$ cat src/rtl/issue_scoreboard.sv
// issue_scoreboard: N-wide in-order issue scoreboard with a DEPTH-entry commit-ID table.
// Define ISSUE_SCOREBOARD_BYPASS_EN to let same-cycle commits unblock hazards and free entries.

module issue_hz_chk #(
   parameter int DEPTH  = 8,
   parameter int REG_AW = 5
) (
   input  logic [DEPTH-1:0]             ent_busy,
   input  logic [DEPTH-1:0][REG_AW-1:0] ent_rd,
   input  logic                         rd_we,
   input  logic [REG_AW-1:0]            rd,
   input  logic [REG_AW-1:0]            rs1,
   input  logic [REG_AW-1:0]            rs2,
   output logic                         hazard
);
   always_comb begin
      hazard = 1'b0;
      for (int i = 0; i < DEPTH; i++) begin
         if (ent_busy[i] && ent_rd[i] != '0) begin
            if ((rs1 != '0 && rs1 == ent_rd[i]) ||
                (rs2 != '0 && rs2 == ent_rd[i]) ||
                (rd_we && rd != '0 && rd == ent_rd[i]))
               hazard = 1'b1;
         end
      end
   end
endmodule

module issue_scoreboard #(
   parameter int ISSUE_W   = 2,
   parameter int DEPTH     = 8,
   parameter int ID_W      = $clog2(DEPTH),
   parameter int REG_AW    = 5,
   parameter int CMT_PORTS = 2
) (
   input  logic                        clk,
   input  logic                        rst,
   input  logic [ISSUE_W-1:0]          inst_valid_i,
   input  logic [ISSUE_W-1:0]          inst_rd_we_i,
   input  logic [ISSUE_W*REG_AW-1:0]   inst_rd_i,
   input  logic [ISSUE_W*REG_AW-1:0]   inst_rs1_i,
   input  logic [ISSUE_W*REG_AW-1:0]   inst_rs2_i,
   input  logic [ISSUE_W-1:0]          inst_serial_i,
   input  logic                        flush_i,
   input  logic [CMT_PORTS-1:0]        commit_valid_i,
   input  logic [CMT_PORTS*ID_W-1:0]   commit_id_i,
   output logic [ISSUE_W-1:0]          issue_o,
   output logic [ISSUE_W*ID_W-1:0]     issue_id_o,
   output logic [$clog2(DEPTH):0]      inflight_cnt_o,
   output logic                        full_o,
   output logic                        empty_o
);
   localparam int CNT_W = $clog2(DEPTH) + 1;

   typedef struct packed {
      logic              vld;
      logic              rd_we;
      logic [REG_AW-1:0] rd;
      logic [REG_AW-1:0] rs1;
      logic [REG_AW-1:0] rs2;
      logic              serial;
   } slot_req_t;

   slot_req_t [ISSUE_W-1:0]         req;
   logic [DEPTH-1:0]                tbl_vld;
   logic [DEPTH-1:0]                tbl_we;
   logic [DEPTH-1:0][REG_AW-1:0]    tbl_rd;
   logic [DEPTH-1:0]                cmt_hit;
   logic [DEPTH-1:0]                eff_vld;
   logic [DEPTH-1:0]                ent_busy;
   logic [DEPTH-1:0]                alloc_hit;
   logic [DEPTH-1:0]                taken;
   logic [ISSUE_W-1:0]              hz_tbl;
   logic [ISSUE_W-1:0]              intra_hz;
   logic [ISSUE_W-1:0]              serial_ok;
   logic [ISSUE_W-1:0]              alloc_ok;
   logic [ISSUE_W-1:0]              elig;
   logic [ISSUE_W:0]                chain;
   logic [ISSUE_W-1:0][ID_W-1:0]    alloc_id;
   logic [CNT_W-1:0]                cnt_nxt;

   // Per-slot unpacking and hazard check against the in-flight table
   for (genvar k = 0; k < ISSUE_W; k++) begin : g_slot
      assign req[k] = '{vld:    inst_valid_i[k],
                        rd_we:  inst_rd_we_i[k],
                        rd:     inst_rd_i[k*REG_AW +: REG_AW],
                        rs1:    inst_rs1_i[k*REG_AW +: REG_AW],
                        rs2:    inst_rs2_i[k*REG_AW +: REG_AW],
                        serial: inst_serial_i[k]};

      issue_hz_chk #(.DEPTH(DEPTH), .REG_AW(REG_AW)) u_hz (
         .ent_busy (ent_busy),
         .ent_rd   (tbl_rd),
         .rd_we    (req[k].rd_we),
         .rd       (req[k].rd),
         .rs1      (req[k].rs1),
         .rs2      (req[k].rs2),
         .hazard   (hz_tbl[k])
      );

      assign issue_id_o[k*ID_W +: ID_W] = alloc_id[k];
   end

   // A commit frees an entry only if it is valid; duplicate IDs collapse into one bit
   always_comb begin
      cmt_hit = '0;
      for (int p = 0; p < CMT_PORTS; p++) begin
         for (int i = 0; i < DEPTH; i++) begin
            if (!rst && commit_valid_i[p] && tbl_vld[i] &&
                commit_id_i[p*ID_W +: ID_W] == ID_W'(i))
               cmt_hit[i] = 1'b1;
         end
      end
   end

`ifdef ISSUE_SCOREBOARD_BYPASS_EN
   assign eff_vld = tbl_vld & ~cmt_hit;
`else
   assign eff_vld = tbl_vld;
`endif
   assign ent_busy = eff_vld & tbl_we;

   // Slot k takes the k-th lowest free index
   always_comb begin
      taken    = '0;
      alloc_ok = '0;
      alloc_id = '0;
      for (int k = 0; k < ISSUE_W; k++) begin
         for (int i = 0; i < DEPTH; i++) begin
            if (!alloc_ok[k] && !eff_vld[i] && !taken[i]) begin
               alloc_ok[k] = 1'b1;
               alloc_id[k] = ID_W'(i);
               taken[i]    = 1'b1;
            end
         end
      end
   end

   always_comb begin
      intra_hz  = '0;
      serial_ok = '0;
      elig      = '0;
      chain     = '0;
      chain[0]  = !rst && !flush_i && !full_o;
      for (int k = 0; k < ISSUE_W; k++) begin
         serial_ok[k] = !req[k].serial || (k == 0 && empty_o);
         for (int j = 0; j < k; j++) begin
            if (req[j].serial)
               serial_ok[k] = 1'b0;
            if (req[j].vld && req[j].rd_we && req[j].rd != '0 &&
                (req[j].rd == req[k].rs1 || req[j].rd == req[k].rs2 ||
                 (req[k].rd_we && req[j].rd == req[k].rd)))
               intra_hz[k] = 1'b1;
         end
         elig[k]    = req[k].vld && !hz_tbl[k] && !intra_hz[k] && alloc_ok[k] && serial_ok[k];
         chain[k+1] = chain[k] && elig[k];
      end
   end
   assign issue_o = chain[ISSUE_W:1];

   always_comb begin
      alloc_hit = '0;
      cnt_nxt   = inflight_cnt_o;
      for (int k = 0; k < ISSUE_W; k++) begin
         if (issue_o[k]) begin
            alloc_hit[alloc_id[k]] = 1'b1;
            cnt_nxt = cnt_nxt + CNT_W'(1);
         end
      end
      for (int i = 0; i < DEPTH; i++) begin
         if (cmt_hit[i])
            cnt_nxt = cnt_nxt - CNT_W'(1);
      end
   end

   // Allocation wins over a same-cycle commit of the same index
   always_ff @(posedge clk) begin
      if (rst) begin
         tbl_vld        <= '0;
         tbl_we         <= '0;
         tbl_rd         <= '0;
         inflight_cnt_o <= '0;
         full_o         <= 1'b0;
         empty_o        <= 1'b1;
      end else begin
         tbl_vld <= (tbl_vld & ~cmt_hit) | alloc_hit;
         for (int k = 0; k < ISSUE_W; k++) begin
            if (issue_o[k]) begin
               tbl_rd[alloc_id[k]] <= req[k].rd;
               tbl_we[alloc_id[k]] <= req[k].rd_we && req[k].rd != '0;
            end
         end
         inflight_cnt_o <= cnt_nxt;
         full_o         <= (cnt_nxt == CNT_W'(DEPTH));
         empty_o        <= (cnt_nxt == '0);
      end
   end
endmodule

$ cat config.mk
export PLATFORM = sky130hd
export DESIGN_NAME = issue_scoreboard
export DESIGN_NICKNAME = d
export VERILOG_FILES = /design/src/rtl/issue_scoreboard.sv
export SDC_FILE = /design/constraint.sdc
export NUM_CORES = 1
export LEC_CHECK = 0
export CORE_ASPECT_RATIO = 0.7
export CORE_MARGIN = 2
export CORE_UTILIZATION = 30
export CTS_CLUSTER_SIZE = 28
export DETAILED_ROUTE_END_ITERATION = 8
export PLACE_DENSITY_LB_ADDON = 0.1
export SLEW_MARGIN = 0
export SYNTH_ARGS = -nofsm -noshare
export SYNTH_HDL_FRONTEND = slang
export SYNTH_SLANG_ARGS = --single-unit
$ cat constraint.sdc
create_clock -name clk -period 8.62 [get_ports clk]
set_clock_uncertainty 0.05 [all_clocks]
set_input_delay 1.293 -clock clk [delete_from_list [all_inputs] [get_ports clk]]
set_output_delay 1.293 -clock clk [all_outputs]
set_load 0.02 [all_outputs]
After elaboration in Yosys (flattened, before gate mapping)
Index checks and enable logic that the tools add are counted.

Input port bits: 47. Flip-flop bits (word level): 62. Word-level logic and storage cells: 429. Output and inout bits: 14.

Bitwise logic cells: 5. $lt $le $gt $ge: 4. Equality and inequality tests: 66. Muxes and demuxes: 116. Add/sub/neg operators: 10. Reductions and logical operators: 215.

Operator list (count): == test 5 bit (51); logical AND 1 bit (129); two-way mux 40 bit (3); bitwise mux 40 bit (2); two-way mux 1 bit (76); nonzero test 5 bit (14); two-way mux 4 bit (10); two-way mux 8 bit (5); logical OR 1 bit (35); zero test 1 bit (34); two-way mux 3 bit (11); subtractor 4 x 1 -> 4 bit (second input constant) (8); demux 5 bit (select 3 bit) (2); == test 3 bit (second input constant) (8); bitwise AND 8 bit (2); bitwise mux 8 bit (2); bitwise OR 8 bit (2); == test 3 x 2 -> 1 bit (second input constant) (4); two-way mux 5 bit (2); adder 4 x 1 -> 4 bit (second input constant) (2); < comparator 3 x 4 -> 1 bit (second input constant) (2); inverter 8 bit (1); demux 1 bit (select 3 bit) (2); == test 3 x 1 -> 1 bit (second input constant) (2); 5 further kinds (7).

Depth between registers and ports, before layout
Gate-level depths: netlist of the first run.

Depth in word-level cells: 51. Gate-level depth with buffers: 38. Depth with buffers taken out: 36.

Cells and area by module
From an unflattened synthesis of the first run, not the netlist that was laid out.

Cell total of the unflattened synthesis: 1021. Area, all modules: 8008.9 µm².

By module, submodules not included: issue_scoreboard (area each 4738.3 µm², cells each 585, times used 1, sequential area each 1241.2 µm²); issue_hz_chk (area each 1635.3 µm², cells each 218, times used 2, sequential area each 0.0 µm²).

Least setup slack after synthesis of the first run
No wires, ideal clock.

Kind: input-to-reg. From: input inst_rs1_i[3]. To: register empty_o. Required time: 8.491 ns. Path buffers: 1. Arrival: 8.601 ns. Path slack: -0.110 ns. Stages: 37. Setup time: 0.079 ns. Cells stage by stage: buf_2 or4_1 nor2_2 nor4_1 o31ai_1 and4_1 nand2_2 mux2_2 ha_1 nand2_1 or4_1 a31oi_1 xor2_1 ha_1 a21oi_1 inv_1 ha_1 nor2_1 a21oi_1 ha_1 o21a_1 a31o_2 ha_1 nor2_1 nor2_1 ha_1 nand2_1 o21ai_2 ha_1 o211a_1 o21a_1 ha_1 nand2_1 xor2_1 xor2_1 nand2_1 a211oi_2.

Word-level cells in the longest chain between the ends: 45. Elaborated cells between the ends (all ways): 75. Those cells by class: 9 x add/sub; 8 x eq/ne; 26 x mux; 32 x reduce/logical.

Ends and longest elaborated chain: from (decl) (RTL line 41) `input logic [ISSUE_W*REG_AW-1:0] inst_rs1_i,`; == test 5 bit / nonzero test 5 bit (equally long branches) (RTL line 20) `if ((rs1 != '0 && rs1 == ent_rd[i]) ||`; logical AND 1 bit (RTL line 20); logical OR 1 bit (RTL line 20); logical OR 1 bit (RTL line 21) `(rs2 != '0 && rs2 == ent_rd[i]) ||`; two-way mux 1 bit (RTL line 20); two-way mux 1 bit (RTL line 19) `if (ent_busy[i] && ent_rd[i] != '0) begin`; two-way mux 1 bit (RTL line 20); two-way mux 1 bit (RTL line 19); [29 not listed]; two-way mux 4 bit * (RTL line 171) `if (cmt_hit[i])`; subtractor 4 x 1 -> 4 bit (RTL line 172) `cnt_nxt = cnt_nxt - CNT_W'(1);`; two-way mux 4 bit * (RTL line 171); subtractor 4 x 1 -> 4 bit (RTL line 172); two-way mux 4 bit * (RTL line 171); subtractor 4 x 1 -> 4 bit (RTL line 172); two-way mux 4 bit * (RTL line 171); zero test 4 bit * (RTL line 195) `empty_o <= (cnt_nxt == '0);`; to (signal assigned) (RTL line 195); to (decl) (RTL line 51) `output logic empty_o`.

Mark *: on every way between the ends. The rest lies on a longest branch, timed or not. A chain may end at the register's enable or synchronous reset.

Final worst setup path of the first run
From: input inst_rd_i[3]. To: register full_o.

Word-level cells in the longest chain between the ends: 45. Elaborated cells between the ends (all ways): 81. Those cells by class: 9 x add/sub; 12 x eq/ne; 27 x mux; 33 x reduce/logical.

Ends and longest elaborated chain: from (decl) (RTL line 40) `input logic [ISSUE_W*REG_AW-1:0] inst_rd_i,`; nonzero test 5 bit (RTL line 22, 150); logical AND 1 bit (2 in a row) (RTL line 22) `(rd_we && rd != '0 && rd == ent_rd[i]))`; logical OR 1 bit (RTL line 21); two-way mux 1 bit (RTL line 20); two-way mux 1 bit (RTL line 19); two-way mux 1 bit (RTL line 20); two-way mux 1 bit (RTL line 19); two-way mux 1 bit (RTL line 20); [28 not listed]; two-way mux 4 bit * (RTL line 171); subtractor 4 x 1 -> 4 bit (RTL line 172); two-way mux 4 bit * (RTL line 171); subtractor 4 x 1 -> 4 bit (RTL line 172); two-way mux 4 bit * (RTL line 171); subtractor 4 x 1 -> 4 bit (RTL line 172); two-way mux 4 bit * (RTL line 171); == test 4 bit * (RTL line 194) `full_o <= (cnt_nxt == CNT_W'(DEPTH));`; to (signal assigned) (RTL line 194); to (decl) (RTL line 50) `output logic full_o,`.

Marked as above.

==> flow_summary.ini, run 1 <==
[routing]
drt_pre_antenna_iters = 4
drtIter0Drc = 616
drtAntennaViolNets = 0
num_vias = 7828
post_drt_wl_per_cell_um = 22.0
drc_viols = 0
routed_wl_mm = 32.6
vias_per_cell = 5.29

[global_routing]
grt_remaining_overflow = 0
grt_pass1_vias = 7344
grt_util_met1_pct = 36.6
grt_max_degree = 63
busiest_layer = met1
grt_util_met3_pct = 5.92
global_route.usage.met2_pct = 31.8
grt_antenna_before_repair = 0
grt_pass1_wl_mm = 48.7
gr-usage-all-layers_pct = 23.5

[timing]
max_clock_freq_mhz = 119
hold_viol_final = 0
final.min_clock_period_ns = 8.40
timing.final.max_slew_violations = 0
timing.final.crit_share_pct = 97.4
holdWs_ns = 0.480
timing.final.setup_violations = 0
worst_max_slew_pin_slew_ns = 1.21
maxSlewHeadroom_pct = 18.8
setup_tns_ns = 0

[worst_setup_path]
cp-start-kind = input port
crit_slowest_cell = sky130_fd_sc_hd__or4_4
endpoint_kind = flop
critPathMaxFanout = 8
worstPathRequired_ns = 8.86
critical_path_class = in2reg
path_common_cell = sky130_fd_sc_hd__ha_4
cpPeakStageDelay_ns = 0.53
rr_worst_depth = 36
cp_data_arrival_time_ns = 8.64
rrSetupSlack_ns = 0.90

[finish]
design.final.nets = 1173
antenna_cells = 0
drive_gt1_share_pct = 19.9
final_core_util_pct = 39.4
flow.area_growth_from_synthesis_pct = 27.8
finalNonFillerCells = 1479
postLayoutCellArea_sq_um = 10200
layout.filler_cells = 2706

[placed_design]
place.port_buffers = 60
place.gp.congestion = 0.930
placed_area_sq_um = 9500
dp_hpwl_mm = 24.2
post-place-cells = 1445

[synth]
synth.cell_area_sq_um = 7970
netlist_instances = 1026
synth_fp_nets = 1082
synth_edf_count = 0
synth.avg_cell_area_sq_um = 7.77
synth_cell_type_count = 80
synth_top_area_share_pct = 18.9
top_area_cells_in_the_synthesized_netlist = sky130_fd_sc_hd__xnor2_1 19%, sky130_fd_sc_hd__dfxtp_1 16%, sky130_fd_sc_hd__xor2_1 12%, sky130_fd_sc_hd__mux2i_1 6.4%, sky130_fd_sc_hd__nor2_1 4.5%
postSynth.topFlopCell = sky130_fd_sc_hd__dfxtp_1
yosysWarnings = 0
synth.largest_area_cell = sky130_fd_sc_hd__xnor2_1
synth-seq-area-share_pct = 15.6
ff_latch_count_synth = 62
asyncSetResetFlopFracSynth_pct = 0

[clock_network]
cts_hold_repair.buffers = 0
clockRootBuffer = sky130_fd_sc_hd__clkbuf_16
tritoncts = done
cts.path.max_buffers = 2
cts-buffers-inserted = 9
clk_transition_reported_paths_ns = 0.06
clock-sinks = 62
clock_tree.htree_level_count = 3
clkLatencyLatePin_ns = 0.35

[pwr]
pwr_density_cell_nw_per_um2 = 95.3
maximum_vdd_drop_mv = 0.0923
static-leakage-power_nw = 3.83

[floorplanning]
die-width_um = 199
floorplan.initialDensity_pct = 30.8
placement_rows = 49
core_region_area_sq_um = 25900
floorplan.die_area_sq_um = 27900
boundaryPins = 61
die_height_um = 140

[worst_hold_path]
number_of_instances_on_the_worst_hold_path = 2
worstHoldPathType = reg2reg

[status]
outcome = finished clean

[job]
cap_violations = 0
[metrics by stage]
stage | total power [mW] | worst slack (ns)
finish | 0.971 | 0.222
detailed placement | 0.576 | -0.745
floorplan | 0.465 | 0.0134
CTS | 0.960 | 0.00326
global route | 1.01 | -0.0300
global placement | 0.577 | -0.573
[kinds of logic (layout without fill, tap and decap cells)]
kind of cell,Yosys count,count (layout),synth area share (%)
simple gates,328,328,21.7
xor+xnor,288,288,32.9
compound gates,149,149,14.2
buf+inv,134,230,7.19
flops,62,62,15.6
mux,52,52,6.55
fa+ha+maj,13,13,1.93
[layer usage]
metal / up-vias / wire length [um] / part of all wire [%]
li1: 3738 / - / -
met1: 3842 / 17000 / 52
met2: 222 / 12800 / 39
met3: 26 / 2370 / 7.3
met4: 0 / 405 / 1.2
met5: - / 0 / 0
[cells in the mapped netlist (all sizes together) (5+ instances only)]
| cell | count |
|---|---|
| xnor2 | 175 |
| xor2 | 109 |
| nor2 | 100 |
| clkbuf | 72 |
| dfxtp | 62 |
| nand3 | 56 |
| mux2i | 51 |
| nor4 | 51 |
| buf | 38 |
| nand2 | 37 |
| a21oi | 35 |
| a211oi | 32 |
| inv | 24 |
| nor3 | 16 |
| o21ai | 15 |
| o31ai | 12 |
| or3 | 12 |
| o211ai | 10 |
| or4 | 10 |
| ha | 9 |
| nand4 | 9 |
| nor2b | 8 |
| and3 | 6 |
| o311a | 6 |
| nor3b | 5 |
| o21a | 5 |
[sequential cells by signal, indices dropped and copies added (netlist names)]
register	count
tbl_rd	40
eff_vld	8
inflight_cnt_o	4
tbl_we	8
full_o	1
empty_o	1
[worst max-delay path, delay by kind of cell]
| kind | cells | cell delay (ns) |
|---|---|---|
| compound gates | 11 | 1.86 |
| simple gates | 12 | 1.97 |
| fa+ha+maj | 8 | 2.03 |
| mux | 1 | 0.31 |
| xor+xnor | 3 | 0.62 |
| buf+inv | 4 | 0.53 |
[cell type report]
cell class | count | area [sq um] | share of cell area (%)
multi-input combinational | 830 | 6410 | 62.9
sequential | 62 | 1240 | 12.2
tap | 357 | 447 | 4.39
inverter | 24 | 90.1 | 0.885
clock inverter | 4 | 45.0 | 0.442
timing repair buffer | 190 | 1700 | 16.7
clock buffer | 12 | 256 | 2.52
[path summary, 6_finish.rpt]
| path | startpoint | end |
|---|---|---|
| worst max-delay path | inst_rd_i[3] | full_o |
| worst min-delay path | tbl_we[0] | tbl_we[0] |
| worst max register to register | tbl_rd[15] | full_o |
| worst min register to register | tbl_we[0] | tbl_we[0] |
[where the power goes]
group | switching (mW) | total (mW) | internal [mW]
Combinational | 0.158 | 0.297 | 0.139
Sequential | 0.00565 | 0.295 | 0.290
Clock | 0.140 | 0.378 | 0.238
[repair_timing]
item | CTS | global route
pin swaps | 25 | 37
setup endpoints to repair | 4 | 5
setup buffers | 6 | 12
gates resized for setup | 14 | 60
[placed cells by master (no fill, tap or decap), drive strengths merged, types with 5 or more instances in the layout]
| cell | n |
|---|---|
| nor2 | 100 |
| clkbuf | 17 |
| xnor2 | 175 |
| buf | 131 |
| nor2b | 8 |
| a211oi | 32 |
| nor4 | 51 |
| a21oi | 35 |
| or3 | 12 |
| dlymetal6s2s | 8 |
| nor3 | 16 |
| inv | 24 |
| mux2i | 51 |
| nand2 | 37 |
| nor3b | 5 |
| dfxtp | 62 |
| nand4 | 9 |
| and3 | 6 |
| o31ai | 12 |
| or4 | 10 |
| o211ai | 10 |
| o21a | 5 |
| nand3 | 56 |
| o311a | 6 |
| clkdlybuf4s50 | 46 |
| o21ai | 15 |
| ha | 9 |
| xor2 | 109 |
(Power assumes the default switching activity.)
==> run 2: changes to the inputs <==
Settings changed: REMOVE_ABC_BUFFERS set to 1.
==> flow_summary.ini, run 2 (same netlist as run 1, synthesis figures left out) <==
[routing]
post_drt_wl_per_cell_um = 22.1
vias_per_cell = 5.28
drtAntennaViolNets = 0
drc_viols = 0
routed_wl_mm = 32.8
drtIter0Drc = 855
drt_pre_antenna_iters = 5
num_vias = 7830

[floorplanning]
placement_rows = 49
die_height_um = 140
boundaryPins = 61
floorplan.initialDensity_pct = 30.8
core_region_area_sq_um = 25900
floorplan.die_area_sq_um = 27900
die-width_um = 199

[clock_network]
cts-buffers-inserted = 9
clock-sinks = 62
clk_transition_reported_paths_ns = 0.05
cts_hold_repair.buffers = 0
cts.path.max_buffers = 2
tritoncts = done
clock_tree.htree_level_count = 3
clockRootBuffer = sky130_fd_sc_hd__clkbuf_16
clkLatencyLatePin_ns = 0.35

[pwr]
static-leakage-power_nw = 3.82
power_frac_comb_pct = 31.9
p_sw_mw = 0.310
netSwitchingFraction_pct = 33.1
pwr_density_cell_nw_per_um2 = 92.7
maximum_vdd_drop_mv = 0.0885
clockPowerShare_pct = 36.6
sequentialPowerShare_pct = 31.5
internal-power_mw = 0.628
power_mw = 0.938

[timing]
final.min_clock_period_ns = 8.34
hold_viol_final = 0
timing.final.setup_violations = 0
timing.final.crit_share_pct = 96.7
holdWs_ns = 0.493
worst_max_slew_pin_slew_ns = 1.07
max_clock_freq_mhz = 120
timing.final.max_slew_violations = 0
setup_tns_ns = 0
maxSlewHeadroom_pct = 28.1

[worst_setup_path]
rr_worst_depth = 36
cpPeakStageDelay_ns = 0.45
rrSetupSlack_ns = 1.08
critPathMaxFanout = 8
path_common_cell = sky130_fd_sc_hd__ha_4
cp_data_arrival_time_ns = 8.58
worstPathRequired_ns = 8.87
cp-start-kind = input port
crit_slowest_cell = sky130_fd_sc_hd__clkdlybuf4s50_1
crit-reg2reg-capture = full_o
endpoint_kind = flop
critical_path_class = in2reg
worstReg2RegStart = tbl_rd[10]

[finish]
antenna_cells = 0
regMostFlops = tbl_rd
drive_gt1_share_pct = 20.0
most_frequent_standard_cell_in_the_layout_excluding_fill_and_tap_cells = sky130_fd_sc_hd__xnor2_1
most-common-layout-cells = 172 x sky130_fd_sc_hd__xnor2_1, 125 x sky130_fd_sc_hd__buf_4, 107 x sky130_fd_sc_hd__xor2_1
design.final.nets = 1177
flow.area_growth_from_synthesis_pct = 27.1
largest_reg_flops = 40

[global_routing]
grt_pass1_wl_mm = 48.7
grt_util_met1_pct = 37.1
grt_util_met3_pct = 4.36
grt_remaining_overflow = 0
grt_antenna_before_repair = 0
gr-usage-all-layers_pct = 23.7
grt_max_degree = 63
grt_pass1_vias = 7399
busiest_layer = met1
global_route.usage.met2_pct = 32.6

[placed_design]
place.gp.congestion = 0.894
dp_hpwl_mm = 25.0
place.port_buffers = 60

[job]
cap_violations = 0

[status]
outcome = finished clean

[worst_hold_path]
min-delay-start = tbl_we[0]
min_to = tbl_we[0]
worstHoldPathType = reg2reg
number_of_instances_on_the_worst_hold_path = 2
-- run 2: worst max path at each step --
stage	end	depth (start not counted)	from	slack, ns
after floorplan	empty_o	36	inst_rd_i[0]	-0.00005
after global placement	empty_o	38	inst_rd_i[0]	-0.68
after global routing	full_o	38	inst_rd_i[3]	-0.06
final	full_o	38	inst_rd_i[1]	0.28
after CTS	full_o	38	inst_rs1_i[4]	0.0006
after detailed placement	empty_o	39	inst_rd_i[2]	-0.79
-- run 2: metrics by stage --
step | instances | instance area (sq um) | util (%) | setup WS, ns
5_1_grt | 1483 | 10100 | 39.1 | -0.0553
2_1_floorplan | 916 | 7490 | - | -0.0000471
4_1_cts | 1478 | 9930 | 38.4 | 0.000631
6_report | 1483 | 10100 | 39.1 | 0.284
3_5_place_dp | 1456 | 9510 | 36.8 | -0.794
3_3_place_gp | 1456 | 9510 | 36.8 | -0.679
-- run 2: power groups by stage --
stage / sequential [mW] / clock (mW) / combinational [mW]
5_1_grt: 0.296 / 0.367 / 0.319
3_5_place_dp: 0.302 / 0 / 0.273
3_3_place_gp: 0.302 / 0 / 0.273
4_1_cts: 0.296 / 0.353 / 0.283
6_report: 0.296 / 0.343 / 0.299
2_1_floorplan: 0.303 / 0 / 0.123
-- run 2: cell type report --
class	instances	area (sq um)
fill	2682	15700
multi-input combinational	830	6390
timing repair buffer	194	1680
sequential	62	1240
tap	357	447
clock buffer	10	229
inverter	24	90.1
clock inverter	6	47.5
-- run 2: critical path: cells and delay by family --
family	cells	cell delay, ns
muxes	1	0.31
adders and majority gates	8	2.06
and+or+nand+nor	11	1.71
AOI/OAI and AO/OA	10	1.66
buffers and inverters	4	0.86
xor gates and xnor gates	4	0.68
-- run 2: routing by layer --
layer  vias up  wire length (um)
met5         -                 0
met4         0               531
met3        36              2560
met2       288             12900
met1      3758             16800
li1       3748                 -
-- run 2: timing repair --
item                                    CTS  global route
gates cloned                              0             0
pin swaps                                25            33
endpoints found under the setup margin    5             5
gates resized for setup                  25            49
buffers inserted                          6             6
